[config.mk]
export PLATFORM = sky130hd
export DESIGN_NAME = fetch_ctrl
export DESIGN_NICKNAME = d
export VERILOG_FILES = /design/src/rtl/fetch_ctrl_pkg.sv /design/src/rtl/fetch_queue.sv /design/src/rtl/fetch_ctrl.sv
export SDC_FILE = /design/constraint.sdc
export NUM_CORES = 1
export LEC_CHECK = 0
export BUFFER_PORTS_ARGS = -buffer_cell sky130_fd_sc_hd__clkbuf_2
export CAP_MARGIN = 0
export CORE_ASPECT_RATIO = 0.75
export CORE_MARGIN = 4
export CORE_UTILIZATION = 43
export CTS_CLUSTER_DIAMETER = 120
export DETAILED_ROUTE_END_ITERATION = 7
export PLACE_DENSITY = 0.68
export SYNTH_ARGS = -nofsm -noshare
export SYNTH_HDL_FRONTEND = slang
export SYNTH_SLANG_ARGS = --single-unit
export TNS_END_PERCENT = 100
[constraint.sdc]
create_clock -name clk -period 7.6 [get_ports clk]
set_clock_uncertainty 0.15 [all_clocks]
set_input_delay 1.14 -clock clk [delete_from_list [all_inputs] [get_ports clk]]
set_output_delay 1.14 -clock clk [all_outputs]
set_load 0.02 [all_outputs]
[src/rtl/fetch_ctrl_pkg.sv]
// Shared definitions for the fetch-stage front end: reset PC, FSM state
// encodings and the helper that picks a 32-bit instruction out of the
// 64-bit doubleword returned by the ifu.
package fetch_ctrl_pkg;

    localparam logic [31:0] RESET_PC_DEFAULT = 32'h8000_0000;

    typedef logic [1:0] fc_state_t;

    // IDLE: nothing outstanding, FETCH: outstanding and result kept,
    // KILL: outstanding but the result will be discarded.
    localparam fc_state_t ST_IDLE  = 2'd0;
    localparam fc_state_t ST_FETCH = 2'd1;
    localparam fc_state_t ST_KILL  = 2'd2;

    // pc[2] chooses the upper or lower word of the fetched doubleword.
    function automatic logic [31:0] select_half(input logic upper, input logic [63:0] word);
        logic [31:0] half;
        if (upper) begin
            half = word[63:32];
        end else begin
            half = word[31:0];
        end
        return half;
    endfunction

endpackage

[src/rtl/fetch_queue.sv]
// Small synchronous FIFO of {pc, inst} pairs between fetch and decode.
// A flush empties it in one edge; a push and a pop in the same cycle are
// allowed even when full because the pop frees the slot first.
module fetch_queue
    import fetch_ctrl_pkg::*;
#(
    parameter int DEPTH = 2
) (
    input  logic                       clk,
    input  logic                       rst,
    input  logic                       flush,
    input  logic                       push,
    input  logic                       pop,
    input  logic [63:0]                wdata,
    output logic [63:0]                rdata,
    output logic [$clog2(DEPTH):0]     count
);

    localparam int AW = $clog2(DEPTH);

    logic [63:0]   mem [DEPTH];
    logic [AW-1:0] wr_ptr;
    logic [AW-1:0] rd_ptr;
    logic          do_pop;

    assign do_pop = pop && (count != '0);
    assign rdata  = mem[rd_ptr];

    // Storage, pointers and occupancy; flush discards everything at once.
    always_ff @(posedge clk or posedge rst) begin
        if (rst) begin
            for (int i = 0; i < DEPTH; i++) begin
                mem[i] <= 64'h0;
            end
            wr_ptr <= '0;
            rd_ptr <= '0;
            count  <= '0;
        end else if (flush) begin
            wr_ptr <= '0;
            rd_ptr <= '0;
            count  <= '0;
        end else begin
            if (push) begin
                mem[wr_ptr] <= wdata;
                wr_ptr      <= wr_ptr + AW'(1);
            end
            if (do_pop) begin
                rd_ptr <= rd_ptr + AW'(1);
            end
            case ({push, do_pop})
                2'b10:   count <= count + (AW + 1)'(1);
                2'b01:   count <= count - (AW + 1)'(1);
                default: count <= count;
            endcase
        end
    end

endmodule

[src/rtl/fetch_ctrl.sv]
// Fetch-stage front end. Owns the fetch PC, keeps it stable while a fetch
// is outstanding or the icache is refilling, buffers completed fetches for
// the decoder and applies redirects by flushing the queue and killing any
// in-flight fetch.
module fetch_ctrl
    import fetch_ctrl_pkg::*;
#(
    parameter logic [31:0] RESET_PC = RESET_PC_DEFAULT,
    parameter int          QDEPTH   = 2
) (
    input  logic        clk,
    input  logic        rst,
    output logic [31:0] pc,
    input  logic [63:0] inst,
    input  logic        inst_r_valid,
    output logic        inst_r_ready,
    input  logic        if_busy,
    input  logic        redirect_valid,
    input  logic [31:0] redirect_pc,
    output logic        id_valid,
    input  logic        id_ready,
    output logic [31:0] id_pc,
    output logic [31:0] id_inst
);

    localparam int            CW = $clog2(QDEPTH);
    localparam logic [CW:0]   QD = (CW + 1)'(QDEPTH);

    fc_state_t     state;
    fc_state_t     next_state;
    logic [31:0]   next_pc;
    logic [31:0]   pend_pc;
    logic [31:0]   next_pend_pc;
    logic          pend_v;
    logic          next_pend_v;
    logic [31:0]   target;
    logic          done;
    logic          push;
    logic          pop;
    logic [63:0]   push_data;
    logic [63:0]   head;
    logic [CW:0]   count;
    logic [CW+1:0] occ_after;

    assign target    = redirect_pc & 32'hFFFF_FFFC;
    assign done      = inst_r_valid && inst_r_ready;
    assign id_valid  = (count != '0);
    // A pop in a redirect cycle is meaningless: the flush wins.
    assign pop       = id_valid && id_ready && !redirect_valid;
    assign push_data = {pc, select_half(pc[2], inst)};
    assign id_pc     = head[63:32];
    assign id_inst   = head[31:0];
    assign occ_after = {1'b0, count} + {{(CW + 1){1'b0}}, push} - {{(CW + 1){1'b0}}, pop};

    fetch_queue #(
        .DEPTH (QDEPTH)
    ) u_queue (
        .clk   (clk),
        .rst   (rst),
        .flush (redirect_valid),
        .push  (push),
        .pop   (pop),
        .wdata (push_data),
        .rdata (head),
        .count (count)
    );

    // Next-state, PC and pending-redirect logic. Any PC change requested
    // while the icache is busy is parked in pending_pc and applied later.
    always_comb begin
        next_state   = state;
        next_pc      = pc;
        next_pend_pc = pend_pc;
        next_pend_v  = pend_v;
        push         = 1'b0;
        case (state)
            ST_IDLE: begin
                if (redirect_valid) begin
                    if (if_busy) begin
                        next_pend_pc = target;
                        next_pend_v  = 1'b1;
                    end else begin
                        next_pc      = target;
                        next_pend_v  = 1'b0;
                    end
                end else if (pend_v) begin
                    if (!if_busy) begin
                        next_pc     = pend_pc;
                        next_pend_v = 1'b0;
                    end else begin
                        next_pend_v = 1'b1;
                    end
                end else if (count < QD) begin
                    next_state = ST_FETCH;
                end else begin
                    next_state = ST_IDLE;
                end
            end
            ST_FETCH: begin
                if (redirect_valid) begin
                    if (done) begin
                        next_state = ST_IDLE;
                        if (if_busy) begin
                            next_pend_pc = target;
                            next_pend_v  = 1'b1;
                        end else begin
                            next_pc      = target;
                            next_pend_v  = 1'b0;
                        end
                    end else begin
                        next_state   = ST_KILL;
                        next_pend_pc = target;
                        next_pend_v  = 1'b1;
                    end
                end else if (done) begin
                    push = 1'b1;
                    if (if_busy) begin
                        next_pend_pc = pc + 32'd4;
                        next_pend_v  = 1'b1;
                        next_state   = ST_IDLE;
                    end else begin
                        next_pc = pc + 32'd4;
                        // Keep fetching only if a slot stays reserved for it.
                        if (occ_after < {1'b0, QD}) begin
                            next_state = ST_FETCH;
                        end else begin
                            next_state = ST_IDLE;
                        end
                    end
                end else begin
                    next_state = ST_FETCH;
                end
            end
            ST_KILL: begin
                if (redirect_valid) begin
                    if (done) begin
                        next_state = ST_IDLE;
                        if (if_busy) begin
                            next_pend_pc = target;
                            next_pend_v  = 1'b1;
                        end else begin
                            next_pc      = target;
                            next_pend_v  = 1'b0;
                        end
                    end else begin
                        next_pend_pc = target;
                        next_pend_v  = 1'b1;
                    end
                end else if (done) begin
                    next_state = ST_IDLE;
                    if (!if_busy) begin
                        next_pc     = pend_pc;
                        next_pend_v = 1'b0;
                    end else begin
                        next_pend_v = 1'b1;
                    end
                end else begin
                    next_state = ST_KILL;
                end
            end
            default: begin
                next_state = ST_IDLE;
            end
        endcase
    end

    // State, PC and request registers; inst_r_ready follows the next state.
    always_ff @(posedge clk or posedge rst) begin
        if (rst) begin
            state        <= ST_IDLE;
            pc           <= RESET_PC;
            pend_pc      <= 32'h0;
            pend_v       <= 1'b0;
            inst_r_ready <= 1'b0;
        end else begin
            state        <= next_state;
            pc           <= next_pc;
            pend_pc      <= next_pend_pc;
            pend_v       <= next_pend_v;
            inst_r_ready <= (next_state != ST_IDLE);
        end
    end

endmodule

==> run_results.csv, run 1 <==
group,metric,value,unit
final_layout,final_cell_mix,"dfrtp_1, clkbuf_2, mux2_2",
power_and_ir_drop,ir_drop,0.207,mV
clocking,h-tree-depth,4,
floorplanning,initial_utilization,43.6,%
yosys,yosysUniqueCellTypes,76,
yosys,ys_async_sr_fraction,100,%
yosys,synth_area_leaders,"dfrtp_1, mux2_2, mux2i_1",
final_layout,area_delta_synth_final,12.8,%
yosys,netlist.top_cell.by_area,"dfrtp_1",
grt,antenna_found_initial,3,
yosys,synth_warnings,0,
final_layout,drive_gt1_share,27.6,%
worst_setup_path,start_kind,"input port",
final_layout,fin_nets,1592,
yosys,synth_ff_type,"dfrtp_1",
timing,finalHoldViolations,0,
route,drtIter0Drc,1258,
yosys,yosys.area_share.xor_xnor,1.52,%
yosys,ys_ff_latch,200,
route,drc,0,
worst_setup_path,criticalPathCategory,"input port to flop",
timing,period_minus_slack,4.36,ns
timing,max-slew-margin-rel,9.86,%
yosys,synth_compound_area_share,20.8,%
final_layout,multi_input_area,0.00688,mm²
route,routed-via-count,11600,
clocking,holdBufCountCts,0,
yosys,synthCells,1397,
clocking,post-cts-setup-buffer-count,0,
route,drt-vias-per-instance,6.16,
route,routedWlPerCell,22.0,µm
timing,setup_viol,0,
route,dr_wl_met3,4410,µm
grt,grt_pass1_vias,11100,
power_and_ir_drop,power_leakage,6.32,nW
clocking,clk_path_buf_depth,2,
floorplanning,boundaryPins,200,
clocking,tritoncts,"yes",
clocking,cts_resized,0,
route,wirelength,41600,µm
clocking,clk_pin_slew,0.08,ns
worst_setup_path,cp.required,7.78,ns
clocking,clock_latency,0.45,ns
placed_design,hpwl,27700,µm
clocking,cts_sinks,200,
floorplanning,dieArea,0.0323,mm²
route,top_layer,"met5",
outcome,outcome,"finished, final reports clean",
placed_design,portBuffers,197,
placed_design,post_dp_cell_area,0.0137,mm²
yosys,muxShareOfSynthArea,16.3,%
grt,grt_pass1_wl,64700,µm
grt,grt_remaining_overflow,0,
final_layout,final_common_cell,"dfrtp_1",
final_layout,fin_area,0.0143,mm²
grt,grt_use_total,25.3,%
clocking,root_buffer,"clkbuf_16",
yosys,avgSynthCellArea,9.07,µm²
timing,drv_slew,0,
worst_setup_path,arrival,4.54,ns
route,dr.pass1.iters,6,
yosys,synth_nets,1506,
hold_path,hold_class,"flop to flop",
yosys,ys_seq_area_share,39.5,%
flow_run,drv_cap,0,
timing,grt_setup_unrepaired,"no",
timing,finalCritPeriodShare,57.4,%
yosys,synth_top_family_by_area,"compound AO/OA/AOI/OAI gates",
grt,grt_max_degree,87,
worst_setup_path,path_max_fanout,56,
placed_design,gp_congestion,0.926,
yosys,syn_area,0.0127,mm²
final_layout,seq_area,0.00501,mm²
yosys,synth_top_area_share,39.3,%
yosys,synth_enable_flop_cells,0,
timing,finalSetupTns,0,ns
floorplanning,dieWidth,206,µm
floorplanning,placementRows,54,
timing,fmax,0.229,GHz
floorplanning,die_h,157,µm
route,wl_met2,18400,µm
timing,worst_pin_slew,1.34,ns
route,drt-met1-wl,17600,µm
power_and_ir_drop,powerDensity,423,mW/mm²
yosys,synth_adder_area_share,0.750,%
floorplanning,core,0.0291,mm²
clocking,cts-buffers-inserted,17,
route,antenna_left,0,
yosys,yosys.area_share.simple,14.5,%
final_layout,num-fill-cells,2778,
worst_setup_path,cp-end-kind,"flop",
[flip-flops by register name (all words and copies together), names as in the netlist]
name / flops
state: 2
u_queue.mem: 128
u_queue.count: 2
pend_pc: 32
pc: 32
u_queue.wr_ptr: 1
pend_v: 1
inst_r_ready: 1
u_queue.rd_ptr: 1
[cell usage after synthesis, types with 13 or more instances]
master	n
a31oi_1	20
buf_4	35
mux2_2	126
o21ai_0	108
mux2i_1	65
nand3_1	28
o221ai_1	17
nor3_1	23
o22ai_1	22
nand4_1	20
nor2_1	113
nor2b_1	13
inv_1	24
nand2_1	121
nor4_1	14
clkbuf_1	98
dfrtp_1	199
a21oi_1	99
buf_1	15
[power by group]
group / switching, mW / internal, mW / total, mW
sequential: 0.481 / 1.47 / 1.95
clock: 0.417 / 0.572 / 0.989
combinational: 1.93 / 1.18 / 3.11
total: 2.82 / 3.22 / 6.05
[stage by stage]
stage | setup WS, ns | cells | power (mW) | hold WS, ns | utilization (%)
4_1_cts | 3.35 | 1888 | 6.01 | 0.334 | 49.2
3_3_place_gp | 2.94 | 1856 | 4.93 | 0.307 | 47.0
2_1_floorplan | 0.858 | 1397 | 4.09 | 0.294 | -
6_report | 3.24 | 1890 | 6.05 | 0.325 | 49.2
3_5_place_dp | 2.88 | 1856 | 5.00 | 0.318 | 47.0
5_1_grt | 3.14 | 1889 | 6.42 | 0.354 | 49.2
[worst max-delay path: stages]
cell and delay, ns:
buf_2 0.60, buf_4 0.72, nor2_1 0.12, ha_1 0.29
or3_1 0.39, fa_1 0.38, xnor2_1 0.13, a31oi_1 0.18
o22a_1 0.17, o31ai_1 0.07, or2_2 0.32
[cell type report]
cell class | instances | share of cell area [%]
clock buffers | 22 | 3.25
clock inverters | 10 | 1.15
multi-input cells | 1015 | 48.1
repair buffers | 222 | 8.21
diodes | 2 | 0.0350
inverters | 27 | 0.761
flip-flops and latches | 200 | 35.0
well taps | 392 | 3.43
[logic make-up (layout without fill, tap and decap cells)]
family	count (synthesis)	after routing
AOI/OAI and AO/OA	405	405
and+or+nand+nor	390	390
DFF	200	200
muxes	191	191
buffers and inverters	182	281
xor gates and xnor gates	22	22
adders and majority gates	7	7
other	0	2
[final timing paths]
path / slack (ns) / cells after the start / end / startpoint
setup / recovery: 3.24 / 11 / inst_r_ready / redirect_valid
hold / removal: 0.33 / 2 / u_queue.mem[12] / u_queue.mem[12]
setup reg to reg: 4.00 / 8 / pend_pc[22] / state[0]
hold reg to reg: 0.33 / 2 / u_queue.mem[12] / u_queue.mem[12]
max in group asynchronous: 5.36 / 3 / u_queue.mem[88] / rst
min in group asynchronous: 0.62 / 2 / u_queue.mem[3] / rst
[layer usage]
layer,vias to the layer above,track usage [%]
met2,620,37.4
met3,109,7.81
li1,5288,-
met1,5629,35.4
met4,2,8.83
met5,-,0
(Power assumes the default switching activity.)
==> run 2: changes to the inputs <==
--- a/config.mk
+++ b/config.mk
@@ -5,6 +5,7 @@
 export SDC_FILE = /design/constraint.sdc
 export NUM_CORES = 1
 export LEC_CHECK = 0
+export ABC_AREA = 1
 export BUFFER_PORTS_ARGS = -buffer_cell sky130_fd_sc_hd__clkbuf_2
 export CAP_MARGIN = 0
 export CORE_ASPECT_RATIO = 0.75
==> constraint.sdc (replaced) <==
create_clock -name clk -period 4.15 [get_ports clk]
set_clock_uncertainty 0.15 [all_clocks]
set_input_delay 0.6225 -clock clk [delete_from_list [all_inputs] [get_ports clk]]
set_output_delay 0.6225 -clock clk [all_outputs]
set_load 0.02 [all_outputs]
==> run_results.csv, run 2 <==
group,metric,value,unit
clocking,clk_pin_slew,0.08,ns
grt,grt_use_total,25.2,%
placed_design,portBuffers,197,
clocking,cts-buffers-inserted,17,
timing,setup_viol,0,
outcome,outcome,"finished, final reports clean",
clocking,h-tree-depth,4,
timing,grt_setup_unrepaired,"no",
clocking,clock_latency,0.46,ns
final_layout,largest_register,"u_queue.mem",
final_layout,num-fill-cells,2976,
worst_setup_path,arrival,3.57,ns
yosys,synthCells,2022,
yosys,ys_seq_area_share,38.3,%
route,dr.pass1.iters,6,
clocking,post-cts-setup-buffer-count,0,
route,routed-via-count,13500,
power_and_ir_drop,ir_drop,0.479,mV
clocking,holdBufCountCts,0,
timing,drv_slew,0,
floorplanning,core,0.0295,mm²
yosys,synth_commonest_cells,"nand2_1, o21ai_0, dfrtp_1",
route,routedWlPerCell,16.9,µm
yosys,avgSynthCellArea,6.46,µm²
grt,grt_pass1_wl,68300,µm
power_and_ir_drop,powerDensity,744,mW/mm²
route,drc,0,
floorplanning,dieWidth,209,µm
route,drt-vias-per-instance,5.33,
worst_setup_path,cp.required,4.33,ns
clocking,cts_sinks,200,
route,wirelength,42700,µm
timing,period_minus_slack,3.39,ns
final_layout,largest_reg_flops,128,
floorplanning,dieArea,0.0333,mm²
final_layout,final_common_cell,"nand2_1",
flow_run,drv_cap,0,
final_layout,drive_gt1_share,13.5,%
timing,finalCritPeriodShare,81.8,%
floorplanning,initial_utilization,44.2,%
final_layout,n_antenna_cell,0,
yosys,synth_area_leaders,"dfrtp_1, nand2_1, o21ai_0",
clocking,root_buffer,"clkbuf_16",
yosys,synth_ff_type,"dfrtp_1",
final_layout,stdcell_count,2525,
timing,worst_pin_slew,1.00,ns
yosys,synth_top_area_share,38.1,%
route,antenna_left,0,
yosys,netlist.top_cell.by_area,"dfrtp_1",
timing,max-slew-margin-rel,33.0,%
yosys,synth_warnings,0,
worst_setup_path,cp-end-kind,"flop",
final_layout,area_delta_synth_final,11.8,%
yosys,synth_nets,2131,
placed_design,gp_congestion,0.984,
yosys,syn_area,0.0131,mm²
yosys,ys_ff_latch,200,
placed_design,dp_cells,2493,
yosys,yosysUniqueCellTypes,43,
floorplanning,boundaryPins,200,
grt,antenna_found_initial,0,
timing,finalSetupTns,0,ns
floorplanning,placementRows,54,
grt,grt_remaining_overflow,0,
grt,grt_pass1_vias,12300,
yosys,synth_enable_flop_cells,0,
worst_setup_path,path_max_fanout,14,
final_layout,final_cell_mix,"nand2_1, o21ai_0, dfrtp_1",
clocking,clk_path_buf_depth,2,
final_layout,reg_top3,"u_queue.mem (128), pc (32), pend_pc (32)",
clocking,tritoncts,"yes",
worst_setup_path,criticalPathCategory,"flop to flop",
timing,fmax,0.295,GHz
route,drtIter0Drc,1454,
yosys,ys_async_sr_fraction,100,%
final_layout,post-route-util,49.5,%
timing,setup_ws,0.757,ns
floorplanning,die_h,159,µm
power_and_ir_drop,power_leakage,7.74,nW
worst_setup_path,start_kind,"flop",
timing,finalHoldViolations,0,
grt,grt_max_degree,102,
yosys,synth_most_common_cell,"nand2_1",
placed_design,hpwl,29400,µm
placed_design,pre_cts_ws,0.896,ns
clocking,cts_resized,0,
final_layout,fin_nets,2229,
hold_path,hold_class,"input port to async pin",
power_and_ir_drop,total_power,10.9,mW
## run 2: cell types whose count changed after synthesis, moves of 17 or more
| cell | previous run | this run |
|---|---|---|
| a21oi_1 | 99 | 66 |
| buf_2 | 5 | 47 |
| clkbuf_1 | 98 | 50 |
| inv_1 | 24 | 174 |
| mux2_2 | 126 | 0 |
| mux2i_1 | 65 | 0 |
| nand2_1 | 121 | 842 |
| nand3_1 | 28 | 82 |
| nor3_1 | 23 | 5 |
| o211ai_1 | 10 | 27 |
| o21ai_0 | 108 | 253 |
| o22ai_1 | 22 | 5 |
## run 2: final cells by class
cell class / instances / area (µm²) / area share, %
multi-input cells: 1491 / 6580 / 45.1
clock inverters: 14 / 165 / 1.13
well taps: 392 / 490 / 3.36
inverters: 185 / 698 / 4.78
repair buffers: 225 / 1230 / 8.45
flip-flops and latches: 200 / 5010 / 34.3
clock buffers: 18 / 429 / 2.94
## run 2: worst max-delay path, stage by stage, from the launching register on
cell and delay, ns:
dfrtp_1 0.40, inv_1 0.11, ha_1 0.68, clkinv_1 0.59, nor2_1 0.68, inv_1 0.30, o21ai_0 0.15, nand2_1 0.07
nand2_1 0.06, a21oi_1 0.06
## run 2: through the flow
| step | hold slack (ns) | cell area, µm² |
|---|---|---|
| 6_report | 0.193 | 14600 |
| 5_1_grt | 0.248 | 14600 |
| 4_1_cts | 0.206 | 14600 |
| 3_5_place_dp | 0.308 | 14000 |
| 3_3_place_gp | 0.303 | 14000 |
| 2_1_floorplan | 0.292 | 13100 |
## run 2: routing by layer
layer  vias to the layer above  part of all wire (%)  global-route usage [%]
met4                         0                   2.0                    7.41
met3                        69                   9.3                    5.16
met2                       630                    44                    37.9
met5                         -                     0                       0
li1                       6588                     -                       -
met1                      6175                    45                    36.9
## run 2: logic make-up after synthesis
group,after synthesis,share of synthesized area (%)
AO/OA/AOI/OAI,405,16.9
XOR/XNOR,7,0.469
adder cells (fa/ha/maj),7,0.728
buffers and inverters,331,11.3
flip-flops,200,38.3
AND/OR/NAND/NOR,1072,32.3
## run 2: path summary, 6_finish.rpt
kind	from	cells after the start	endpoint	slack, ns
max in group asynchronous	rst	4	pend_pc[25]	2.63
min reg2reg	u_queue.mem[1]	2	u_queue.mem[1]	0.33
min in group clk	u_queue.mem[1]	2	u_queue.mem[1]	0.33
min	rst	2	pend_pc[8]	0.19
max	state[0]	9	pc[9]	0.76
max reg2reg	state[0]	9	pc[9]	0.76
## run 2: report_power, final
part / internal (mW) / switching [mW] / total (mW) / leakage [nW]
sequential: 2.68 / 0.580 / 3.26 / 2.58
combinational: 1.75 / 4.11 / 5.86 / 4.86
clock: 0.905 / 0.836 / 1.74 / 0.289
total: 5.33 / 5.53 / 10.9 / 7.74
==> run 3: changes to the inputs <==
--- a/config.mk
+++ b/config.mk
@@ -13,7 +13,7 @@
 export CORE_UTILIZATION = 43
 export CTS_CLUSTER_DIAMETER = 120
 export DETAILED_ROUTE_END_ITERATION = 7
-export PLACE_DENSITY = 0.68
+export PLACE_DENSITY = 0.71
 export SYNTH_ARGS = -nofsm -noshare
 export SYNTH_HDL_FRONTEND = slang
 export SYNTH_SLANG_ARGS = --single-unit
==> constraint.sdc (replaced) <==
create_clock -name clk -period 3.02 [get_ports clk]
set_clock_uncertainty 0.15 [all_clocks]
set_input_delay 0.453 -clock clk [delete_from_list [all_inputs] [get_ports clk]]
set_output_delay 0.453 -clock clk [all_outputs]
set_load 0.02 [all_outputs]
==> run_results.csv, run 3 (synthesized netlist as in run 2, its figures left out) <==
group,metric,value,unit
timing,drv_slew,0,
grt,grt_pass1_vias,12600,
route,drc,0,
worst_setup_path,r2r-end,"pc[0]",
final_layout,fin_area,0.0147,mm²
route,routed-via-count,13500,
clocking,holdBufCountCts,0,
worst_setup_path,cp.required,2.42,ns
clocking,clock_latency,0.46,ns
grt,grt_use_total,25.2,%
clocking,cts_resized,0,
flow_run,drv_cap,0,
final_layout,area_delta_synth_final,12.2,%
clocking,h-tree-depth,4,
power_and_ir_drop,ir_drop,0.549,mV
grt,grt_pass1_wl,68400,µm
worst_setup_path,arrival,2.06,ns
placed_design,post_dp_cell_area,0.0141,mm²
worst_setup_path,crit_top_cell,"nand2_1",
clocking,post-cts-setup-buffer-count,0,
timing,fmax,0.375,GHz
power_and_ir_drop,power_leakage,7.76,nW
grt,antenna_found_initial,0,
worst_setup_path,path_max_fanout,27,
timing,setup_viol,0,
final_layout,final_common_cell,"nand2_1",
final_layout,largest_reg_flops,128,
final_layout,largest_register,"u_queue.mem",
worst_setup_path,start_kind,"flop",
floorplanning,die_h,159,µm
placed_design,portBuffers,197,
worst_setup_path,critPathTopFamily,"buffers and inverters",
clocking,root_buffer,"clkbuf_16",
floorplanning,initial_utilization,44.2,%
grt,grt_remaining_overflow,0,
hold_path,hold_class,"input port to async pin",
timing,setup_ws,0.357,ns
timing,finalCritPeriodShare,88.2,%
route,dr.pass1.iters,6,
outcome,outcome,"finished, final reports clean",
worst_setup_path,cp_cell_sequence,"inv_1 -> buf_4 -> nand2_1 -> nand2_1 -> clkbuf_2",
final_layout,n_antenna_cell,0,
floorplanning,dieWidth,209,µm
worst_setup_path,crit_buf_inv,3,
clocking,clk_path_buf_depth,2,
worst_setup_path,r2r_cells,13,
route,wirelength,42500,µm
worst_setup_path,cp-end-kind,"primary output",
worst_setup_path,rrSetupSlack,0.40,ns
worst_setup_path,r2r-start,"state[1]",
route,drtIter0Drc,1481,
worst_setup_path,criticalPathCategory,"flop to primary output",
timing,max-slew-margin-rel,41.7,%
final_layout,final_cell_mix,"nand2_1, o21ai_0, dfrtp_1",
floorplanning,boundaryPins,200,
timing,worst_pin_slew,0.874,ns
clocking,clk_pin_slew,0.08,ns
worst_setup_path,crit_cells,5,
worst_setup_path,crit_slowest_cell,"dfrtp_4",
placed_design,pre_cts_ws,0.432,ns
timing,finalSetupTns,0,ns
clocking,cts_sinks,200,
placed_design,hpwl,29600,µm
route,antenna_left,0,
clocking,cts-buffers-inserted,17,
timing,finalHoldViolations,0,
final_layout,drive_gt1_share,13.6,%
floorplanning,core,0.0295,mm²
power_and_ir_drop,powerDensity,1020,mW/mm²
final_layout,fin_nets,2236,
floorplanning,placementRows,54,
route,drt-vias-per-instance,5.36,
grt,grt_max_degree,134,
placed_design,gp_congestion,0.923,
route,routedWlPerCell,16.8,µm
final_layout,reg_top3,"u_queue.mem (128), pc (32), pend_pc (32)",
worst_setup_path,cpPeakStageDelay,0.61,ns
timing,grt_setup_unrepaired,"no",
timing,period_minus_slack,2.66,ns
clocking,tritoncts,"yes",
floorplanning,dieArea,0.0333,mm²
run 3: cell count changes in the layout (fill, tap and decap cells not counted), moves of 2 or more:
cell      delta
buf_12       +2
buf_4        +5
clkbuf_1     +2
clkinv_2     +2
clkinv_4     -5
inv_6        -2
inv_8        -2
run 3: worst max-delay path by stage:
stage          slack (ns)           start      endpoint
6_report             0.36  u_queue.rd_ptr     id_pc[27]
5_1_grt              0.21        state[1]         pc[0]
4_1_cts              0.33  u_queue.rd_ptr     id_pc[27]
3_5_place_dp         0.43  redirect_valid  inst_r_ready
3_3_place_gp         0.46  redirect_valid  inst_r_ready
2_1_floorplan       -0.17             rst  inst_r_ready
run 3: power breakdown:
group	switching, mW	total, mW	internal, mW	leakage [nW]
clock	1.05	2.34	1.29	0.272
combinational	5.65	8.15	2.51	4.91
sequential	0.838	4.52	3.68	2.58
total	7.54	15.0	7.47	7.76
run 3: cell type report:
| cell class | instances | area, µm² |
|---|---|---|
| clock inverters | 9 | 129 |
| inverters | 185 | 698 |
| flip-flops and latches | 200 | 5010 |
| fillers | 2970 | 14900 |
| clock buffers | 20 | 437 |
| multi-input cells | 1491 | 6580 |
| well taps | 392 | 490 |
| repair buffers | 232 | 1310 |
run 3: stage by stage:
step / hold slack [ns] / power, mW / cells / util, %
floorplan: 0.292 / 10.1 / 2022 / -
global placement: 0.303 / 12.4 / 2500 / 47.7
detailed placement: 0.309 / 12.6 / 2500 / 47.7
CTS: 0.0967 / 15.0 / 2529 / 49.6
global route: 0.124 / 16.2 / 2529 / 49.6
finish: 0.0303 / 15.0 / 2529 / 49.6
run 3: worst reg2reg max path, cell delays in order (launching register included):
cell and delay (ns):
dfrtp_1 0.43, inv_1 0.10, ha_1 0.18, inv_2 0.08, nor2_4 0.09, buf_4 0.35, nand2_1 0.12, nand4_2 0.12
buf_4 0.44, nor2_1 0.12, nand2_1 0.08, o21ai_0 0.08, inv_1 0.08, o22ai_1 0.07
run 3: metal layers:
layer	global-route usage, %	part of all wire [%]
met1	36.4	45
met2	38.4	44
met3	4.77	8.8
met4	7.86	2.2
met5	0	0
